## src/rtl/ctrl_pkg.sv

```systemverilog
`default_nettype none
// ============================================================================
// Module   : ctrl_pkg
// Brief    : Shared types and encodings for the RV64I multicycle control unit.
// Revision : 1.0 - initial release
// ============================================================================
package ctrl_pkg;

    typedef enum logic [2:0] {
        S_FETCH     = 3'd0,
        S_DECODE    = 3'd1,
        S_EXECUTE   = 3'd2,
        S_MEMORY    = 3'd3,
        S_WRITEBACK = 3'd4,
        S_HALT      = 3'd5
    } state_t;

    localparam logic [6:0] OP_ALU_R   = 7'b0110011;
    localparam logic [6:0] OP_ALU_RW  = 7'b0111011;
    localparam logic [6:0] OP_ALU_I   = 7'b0010011;
    localparam logic [6:0] OP_ALU_IW  = 7'b0011011;
    localparam logic [6:0] OP_LOAD    = 7'b0000011;
    localparam logic [6:0] OP_STORE   = 7'b0100011;
    localparam logic [6:0] OP_BRANCH  = 7'b1100011;
    localparam logic [6:0] OP_JAL     = 7'b1101111;
    localparam logic [6:0] OP_JALR    = 7'b1100111;
    localparam logic [6:0] OP_LUI     = 7'b0110111;
    localparam logic [6:0] OP_AUIPC   = 7'b0010111;
    localparam logic [6:0] OP_SYSTEM  = 7'b1110011;

    localparam logic [1:0] SEL_DM    = 2'b00;
    localparam logic [1:0] SEL_ULA   = 2'b01;
    localparam logic [1:0] SEL_PC4   = 2'b10;
    localparam logic [1:0] SEL_PCIMM = 2'b11;

    typedef enum logic [3:0] {
        CLS_ILLEGAL = 4'd0,
        CLS_ALU_R   = 4'd1,
        CLS_ALU_I   = 4'd2,
        CLS_LOAD    = 4'd3,
        CLS_STORE   = 4'd4,
        CLS_BRANCH  = 4'd5,
        CLS_JAL     = 4'd6,
        CLS_JALR    = 4'd7,
        CLS_LUI     = 4'd8,
        CLS_AUIPC   = 4'd9,
        CLS_SYSTEM  = 4'd10
    } instr_class_t;

endpackage
`default_nettype wire

```

## src/rtl/main_decoder.sv

```systemverilog
`default_nettype none
// ============================================================================
// Module   : main_decoder
// Brief    : Combinational opcode to instruction-class lookup.
// Revision : 1.0 - initial release
// ============================================================================
module main_decoder
    import ctrl_pkg::*;
(
    input  logic [6:0]   i_opcode,
    output instr_class_t o_class
);

    always_comb begin
        o_class = CLS_ILLEGAL;
        case (i_opcode)
            OP_ALU_R, OP_ALU_RW: o_class = CLS_ALU_R;
            OP_ALU_I, OP_ALU_IW: o_class = CLS_ALU_I;
            OP_LOAD:             o_class = CLS_LOAD;
            OP_STORE:            o_class = CLS_STORE;
            OP_BRANCH:           o_class = CLS_BRANCH;
            OP_JAL:              o_class = CLS_JAL;
            OP_JALR:             o_class = CLS_JALR;
            OP_LUI:              o_class = CLS_LUI;
            OP_AUIPC:            o_class = CLS_AUIPC;
            OP_SYSTEM:           o_class = CLS_SYSTEM;
            default:             o_class = CLS_ILLEGAL;
        endcase
    end

endmodule
`default_nettype wire

```

## src/rtl/control_unit.sv

```systemverilog
`default_nettype none
// ============================================================================
// Module   : control_unit
// Brief    : Multicycle FETCH/DECODE/EXECUTE/MEMORY/WRITEBACK sequencer for
//            the RV64I datapath, with retired-instruction counter.
// Revision : 1.0 - initial release
// ============================================================================
module control_unit
    import ctrl_pkg::*;
(
    input  logic        CLK,
    input  logic        RST_N,
    input  logic [6:0]  opcode,
    input  logic        mem_ready,
    output logic        IR_load,
    output logic        WE_RF,
    output logic        WE_MEM,
    output logic [1:0]  RF_din_sel,
    output logic        ULA_din2_sel,
    output logic        load_pc,
    output logic        pc_next_sel,
    output logic        pc_adder_sel,
    output logic        halted,
    output logic [31:0] retired
);

    state_t       r_state;
    state_t       w_state_next;
    instr_class_t w_class;
    logic [31:0]  r_retired;

    main_decoder u_main_decoder (
        .i_opcode (opcode),
        .o_class  (w_class)
    );

    always_ff @(posedge CLK) begin
        if (!RST_N) begin
            r_state   <= S_FETCH;
            r_retired <= '0;
        end else begin
            r_state <= w_state_next;
            if (load_pc) begin
                r_retired <= r_retired + 32'd1;
            end
        end
    end

    always_comb begin
        w_state_next = r_state;
        IR_load      = 1'b0;
        WE_RF        = 1'b0;
        WE_MEM       = 1'b0;
        RF_din_sel   = SEL_DM;
        ULA_din2_sel = 1'b0;
        load_pc      = 1'b0;
        pc_next_sel  = 1'b0;
        pc_adder_sel = 1'b0;
        halted       = 1'b0;

        case (r_state)
            S_FETCH: begin
                IR_load      = 1'b1;
                w_state_next = S_DECODE;
            end
            S_DECODE: begin
                if (w_class == CLS_ILLEGAL || w_class == CLS_SYSTEM) begin
                    w_state_next = S_HALT;
                end else begin
                    w_state_next = S_EXECUTE;
                end
            end
            S_EXECUTE: begin
                ULA_din2_sel = (w_class != CLS_ALU_R) && (w_class != CLS_BRANCH);
                case (w_class)
                    CLS_BRANCH: begin
                        load_pc      = 1'b1;
                        pc_next_sel  = 1'b1;
                        w_state_next = S_FETCH;
                    end
                    // Link write and PC load share this edge, so rd gets the old PC+4
                    CLS_JAL, CLS_JALR: begin
                        load_pc      = 1'b1;
                        pc_next_sel  = 1'b1;
                        WE_RF        = 1'b1;
                        RF_din_sel   = SEL_PC4;
                        pc_adder_sel = (w_class == CLS_JALR);
                        w_state_next = S_FETCH;
                    end
                    CLS_LOAD, CLS_STORE: begin
                        w_state_next = S_MEMORY;
                    end
                    CLS_ALU_R, CLS_ALU_I, CLS_LUI, CLS_AUIPC: begin
                        w_state_next = S_WRITEBACK;
                    end
                    default: begin
                        w_state_next = S_HALT;
                    end
                endcase
            end
            S_MEMORY: begin
                ULA_din2_sel = 1'b1;
                if (mem_ready) begin
                    if (w_class == CLS_STORE) begin
                        WE_MEM       = 1'b1;
                        load_pc      = 1'b1;
                        w_state_next = S_FETCH;
                    end else begin
                        w_state_next = S_WRITEBACK;
                    end
                end
            end
            S_WRITEBACK: begin
                WE_RF        = 1'b1;
                load_pc      = 1'b1;
                w_state_next = S_FETCH;
                case (w_class)
                    CLS_LOAD:  RF_din_sel = SEL_DM;
                    CLS_AUIPC: RF_din_sel = SEL_PCIMM;
                    default:   RF_din_sel = SEL_ULA;
                endcase
            end
            S_HALT: begin
                halted = 1'b1;
            end
            default: begin
                w_state_next = S_FETCH;
            end
        endcase

        // Reset silences every control output immediately, not at the next edge
        if (!RST_N) begin
            IR_load      = 1'b0;
            WE_RF        = 1'b0;
            WE_MEM       = 1'b0;
            RF_din_sel   = SEL_DM;
            ULA_din2_sel = 1'b0;
            load_pc      = 1'b0;
            pc_next_sel  = 1'b0;
            pc_adder_sel = 1'b0;
            halted       = 1'b0;
        end
    end

    assign retired = RST_N ? r_retired : 32'd0;

endmodule
`default_nettype wire

```

## config.mk

```make
export PLATFORM = sky130hd
export DESIGN_NAME = control_unit
export DESIGN_NICKNAME = d
export VERILOG_FILES = /design/src/rtl/ctrl_pkg.sv /design/src/rtl/main_decoder.sv /design/src/rtl/control_unit.sv
export SDC_FILE = /design/constraint.sdc
export NUM_CORES = 1
export LEC_CHECK = 0
export BUFFER_PORTS_ARGS = -buffer_cell sky130_fd_sc_hd__buf_4
export CORE_UTILIZATION = 40
export CTS_BUF_LIST = sky130_fd_sc_hd__clkbuf_4 sky130_fd_sc_hd__clkbuf_8
export DETAILED_ROUTE_END_ITERATION = 6
export PLACE_DENSITY = 0.71
export SETUP_SLACK_MARGIN = 0.3
export SLEW_MARGIN = 40
export SYNTH_ARGS = -nofsm -noshare
export SYNTH_HDL_FRONTEND = slang
export SYNTH_SLANG_ARGS = --single-unit
```

## constraint.sdc

```tcl
create_clock -name CLK -period 1.9 [get_ports CLK]
set_input_delay 0.38 -clock CLK [delete_from_list [all_inputs] [get_ports CLK]]
set_output_delay 0.38 -clock CLK [all_outputs]
set_load 0.02 [all_outputs]
```

# Word level (Yosys, flattened, before mapping)
# Cells that the tools add are included.
# W data, S select, Z words.
totals:
  ff_bits: 35
classes:
  add_sub_neg: 1
  eq_ne: 30
  mux: 32
  bitwise: 1
  n_reduce_logical: 11
op_table:
  columns: ["op", "n"]
  rows:
  - ["$pmux W4 S10", 1]
  - ["$add A32 B1 Y32 const B", 1]
  - ["$mux W32", 1]
  - ["$eq A7 B6 Y1 const B", 4]
  - ["$eq A7 B7 Y1 const B", 4]
  - ["$eq A7 B5 Y1 const B", 3]
  - ["$mux W1", 18]
  - ["$eq A4 B3 Y1 const B", 4]
  - ["$pmux W3 S5", 1]
  - ["$eq A4 B4 Y1 const B", 3]
  - ["$mux W3", 3]
  - ["$pmux W3 S3", 1]
  - ["$eq A4 B2 Y1 const B", 2]
  - ["$pmux W2 S2", 2]
  - ["$reduce_or A2 Y1", 4]
  - ["$eq A7 B2 Y1 const B", 1]
  - ["$eq A3 B2 Y1 const B", 2]
  - ["$eq A3 B3 Y1 const B", 2]
  - ["$eq A4 B1 Y1 const B", 1]
  - ["$logic_not A4 Y1", 1]
  - ["$mux W2", 2]
  - ["$ne A4 B1 Y1 const B", 1]
  - ["$ne A4 B3 Y1 const B", 1]
  - ["$pmux W1 S2", 2]
  - ["other kinds (10)", 10]

# Longest topological paths before layout
logic_depth:
  word_depth: 8
  depth_mapped: 8

# By module
# From an unflattened synthesis, not the netlist that was laid out.
hier_totals:
  hier_cells: 304
  hier_area_um2: 2441.1
by_module_without_submodules:
  columns: ["module", "n_inst", "cells_each", "area_each_um2", "seq_area_each_um2"]
  rows:
  - ["control_unit", 1, 284, 2290.9, 700.7]
  - ["main_decoder", 1, 20, 150.1, 0.0]

# Least setup slack after synthesis
# Ideal clock, no wire load.
synth_timing:
  path_kind: "in2out"
  startpoint: "input opcode[5]"
  endpoint: "output ULA_din2_sel"
  arrival_ns: 1.914
  required_ns: 1.520
  setup_slack_ns: -0.394
  stages: 6
  path_cell_list: "clkbuf_1 -> nor2b_1 -> mux2i_1 -> nor4b_1 -> nor2_1 -> a211oi_1"
synth_via:
  elab_chain_len: 7
synth_rtl:
  columns: ["element", "line", "rtl"]
  rows:
  - ["start, declared", "control_unit.sv:13", "input logic [6:0] opcode,"]
  - ["$eq A7 B5 Y1 or $eq A7 B6 Y1 (tied branches)", "main_decoder.sv:16", "case (i_opcode)"]
  - ["$reduce_or A2 Y1", "main_decoder.sv:16", null]
  - ["$pmux W4 S10 *", "main_decoder.sv:16", null]
  - ["$ne A4 B1 Y1 or $ne A4 B3 Y1 (tied branches)", "control_unit.sv:74", "ULA_din2_sel = (w_class != CLS_ALU_R) && (w_class != CLS_BRANCH);"]
  - ["$logic_and A1 B1 Y1 *", "control_unit.sv:74", null]
  - ["$pmux W1 S2 *", "control_unit.sv:61", "case (r_state)"]
  - ["$mux W1 *", "control_unit.sv:132", "if (!RST_N) begin"]
  - ["end, declared", "control_unit.sv:19", "output logic ULA_din2_sel,"]
# Mark *: on every way between the ends. The rest lies on a longest branch, timed or not.

# Worst setup path in the final report
layout_timing:
  startpoint: "register r_state[1]"
  endpoint: "output load_pc"
layout_via:
  elab_chain_len: 3
layout_rtl:
  columns: ["element", "line", "rtl"]
  rows:
  - ["start, declared", "control_unit.sv:27", "state_t r_state;"]
  - ["start signal, assigned", "control_unit.sv:42", "r_state <= w_state_next;"]
  - ["$eq A3 B3 Y1 or $eq A3 B2 Y1 (tied branches)", "control_unit.sv:61", null]
  - ["$pmux W1 S3 *", "control_unit.sv:61", null]
  - ["$mux W1 *", "control_unit.sv:132", null]
  - ["end, declared", "control_unit.sv:20", "output logic load_pc,"]
# Marked as above.

==> impl_metrics.json <==
{
  "fillers": 403,
  "grtUsageTotal_pct": 25.5,
  "syn_area_sq_um": 2310,
  "start_kind": "flop",
  "avgSynthCellArea_sq_um": 7.69,
  "drive_above_1_share_pct": 50.7,
  "min_period_ns": 2.10,
  "fin_nets": 450,
  "yosys-top-cells-area": "dfxtp_1 (30%), and2_1 (8.6%), o21ai_0 (5.0%)",
  "power_per_cell_area_nw_per_um2": 410,
  "critPathCaptureType": "primary output",
  "clkSinkCount": 35,
  "power_w": 0.00164,
  "ys_async_sr_fraction_pct": 0,
  "max_cap_violations": 0,
  "numCtsBuffers": 5,
  "wire_per_inst_microns": 15.6,
  "yosysTopAreaCellShare_pct": 30.3,
  "vias": 2852,
  "tightest_slew_ns": 0.378,
  "yosys_register_bits": 35,
  "ys.flop_type": "dfxtp_1",
  "setup_tns_ns": -2.18,
  "rows": 27,
  "initial_core_util_pct": 41.8,
  "timing.final.crit_share_pct": 111,
  "grt_max_degree": 39,
  "hold_buffers": 0,
  "final_max_slew_viol_count": 0,
  "max-vdd-ir-drop_uv": 282,
  "synth.most_common_cell": "dfxtp_1",
  "synth_edf_count": 0,
  "finClkSkew_ns": 0.00933,
  "synthTopCellsByCount": "dfxtp_1 (35), and2_1 (32), nor2_1 (28), o21ai_0 (23), a21oi_1 (20)",
  "wirelength_microns": 8000,
  "antenna_cells": 0,
  "crit_type": "flop to primary output",
  "hold_viol_final": 0,
  "outcome": "finished with violations",
  "gp_congestion": 0.855,
  "area.growth.synth_to_final_pct": 73.2,
  "port-buffer-count": 51,
  "grt_pass1_wl_microns": 12400,
  "avgViaCountPerCell": 5.57,
  "first_global_vias": 2630,
  "post-route-drc-count": 0,
  "yosysSeqAreaShare_pct": 30.3,
  "hold_class": "primary input to flop",
  "clk_pin_slew_worst_paths_ns": 0.07,
  "die_x_microns": 78.1,
  "relSlewSlack_pct": 74.5,
  "reg2reg_depth": 8,
  "die-area_sq_um": 6090,
  "overflow": 0,
  "p_leak_nw": 1.71,
  "ios": 52,
  "setup_viol": 22,
  "final_cells": 512,
  "cp_max_fo": 5,
  "antenna_found_initial": 0,
  "arrival_ns": 1.72,
  "dpl.cell_count": 482,
  "dr.pass1.iters": 4,
  "clk_path_buf_depth": 2,
  "yosys_warnings": 0,
  "die_h_microns": 78.1,
  "cts_tree": "yes",
  "ys_types": 54,
  "hold_path_depth": 3,
  "coreArea_sq_um": 5540,
  "post-route-util_pct": 72.4,
  "clock_tree.root_cell": "clkbuf_8",
  "cp.required_ns": 1.52,
  "synthCells": 301,
  "setup_slack_ns": -0.202,
  "worst_skew_pair.late_latency_ns": 0.29,
  "dp_hpwl_microns": 5200,
  "violations": "negative setup slack",
  "syn_nets": 312,
  "clock.fmax_ghz": 0.476,
  "postRouteAntennaNets": 0,
  "htree_num_levels": 2,
  "synth_top_area_cell": "dfxtp_1",
  "first_iter_violations": 186,
  "rsz0062_at_grt": "true"
}
what timing repair did:
action	in CTS	in global routing
buffers inserted	14	7
pin swaps	32	14
gates resized for setup	49	29
endpoints found under the setup margin	49	46
cloned	0	1
state kept, by name, summed over array words and instances (netlist names):
name       cells
r_retired     32
r_state        3
power by group:
group	internal, W	switching [W]
clock	0.000286	0.000279
sequential	0.000740	0.00000694
combinational	0.000168	0.000164
logic make-up (layout without fill, tap and decap cells):
group           Yosys count  in the layout  share of synthesized area [%]
fa+ha+maj                 1              1                          0.540
compound gates           77             77                           21.9
buf+inv                  30            169                           5.57
xor+xnor                 11             11                           4.16
mux                       3              3                           1.35
simple gates            144            144                           36.2
flops                    35             35                           30.3
final cells by class:
type / count / area (sq um) / share of cell area [%]
multi-input combinational: 236 / 1780 / 44.5
clock buffer: 7 / 83.8 / 2.09
clock inverter: 1 / 5.00 / 0.125
sequential: 35 / 707 / 17.6
tap: 72 / 90.1 / 2.25
timing repair buffer: 150 / 1290 / 32.3
inverter: 11 / 43.8 / 1.09
per-layer routing:
layer  global-route usage, %  vias up  share of wire, %
li1                        -     1358                 -
met4                    9.07        0               2.8
met1                    32.2     1387                43
met3                    3.95       24               4.0
met2                    43.7       83                50
met5                       0        -                 0
path summary, 6_finish.rpt:
check	endpoint	slack (ns)	from
max reg2reg	r_retired[7]$_SDFFE_PN0P_	-0.16	r_state[0]$_SDFFE_PN0P_
max	load_pc	-0.20	r_state[1]$_SDFFE_PN0P_
min	r_state[2]$_SDFFE_PN0P_	0.40	mem_ready
min reg2reg	r_retired[30]$_SDFFE_PN0P_	0.49	r_retired[30]$_SDFFE_PN0P_
critical path, cell delays in order, from the launching register on:
cell,delay (ns)
dfxtp_2,0.34
buf_6,0.13
inv_2,0.06
nor3b_4,0.21
a41o_2,0.26
buf_4,0.16
nor2_4,0.06
nor2_4,0.09
buf_6,0.12
metrics by stage:
step	instance area [sq um]	worst slack (ns)	hold WS, ns
floorplan	2490	-0.105	0.453
global placement	3420	-0.315	0.467
detailed placement	3420	-0.368	0.478
CTS	3830	-0.222	0.381
global route	4010	-0.266	0.404
finish	4010	-0.202	0.398
placed cells by master (no fill, tap or decap), drive strengths merged, types with 2 or more instances in the layout:
cell	n
nand3b	2
a22oi	2
o211ai	5
clkbuf	8
or4	3
xnor2	3
xor2	8
o21ai	25
nor4b	2
nor3	7
a21oi	20
nor4bb	2
nor2	29
nor3b	3
nand2b	6
buf	149
inv	11
and2	32
o21a	2
and4	5
or3	14
nand3	6
a211oi	3
nand2	19
nand4	6
mux2i	2
nor2b	5
o31ai	3
dfxtp	35
a221oi	2
o2111ai	7
and3	3
No activity file was read; power rests on OpenSTA's default activity.
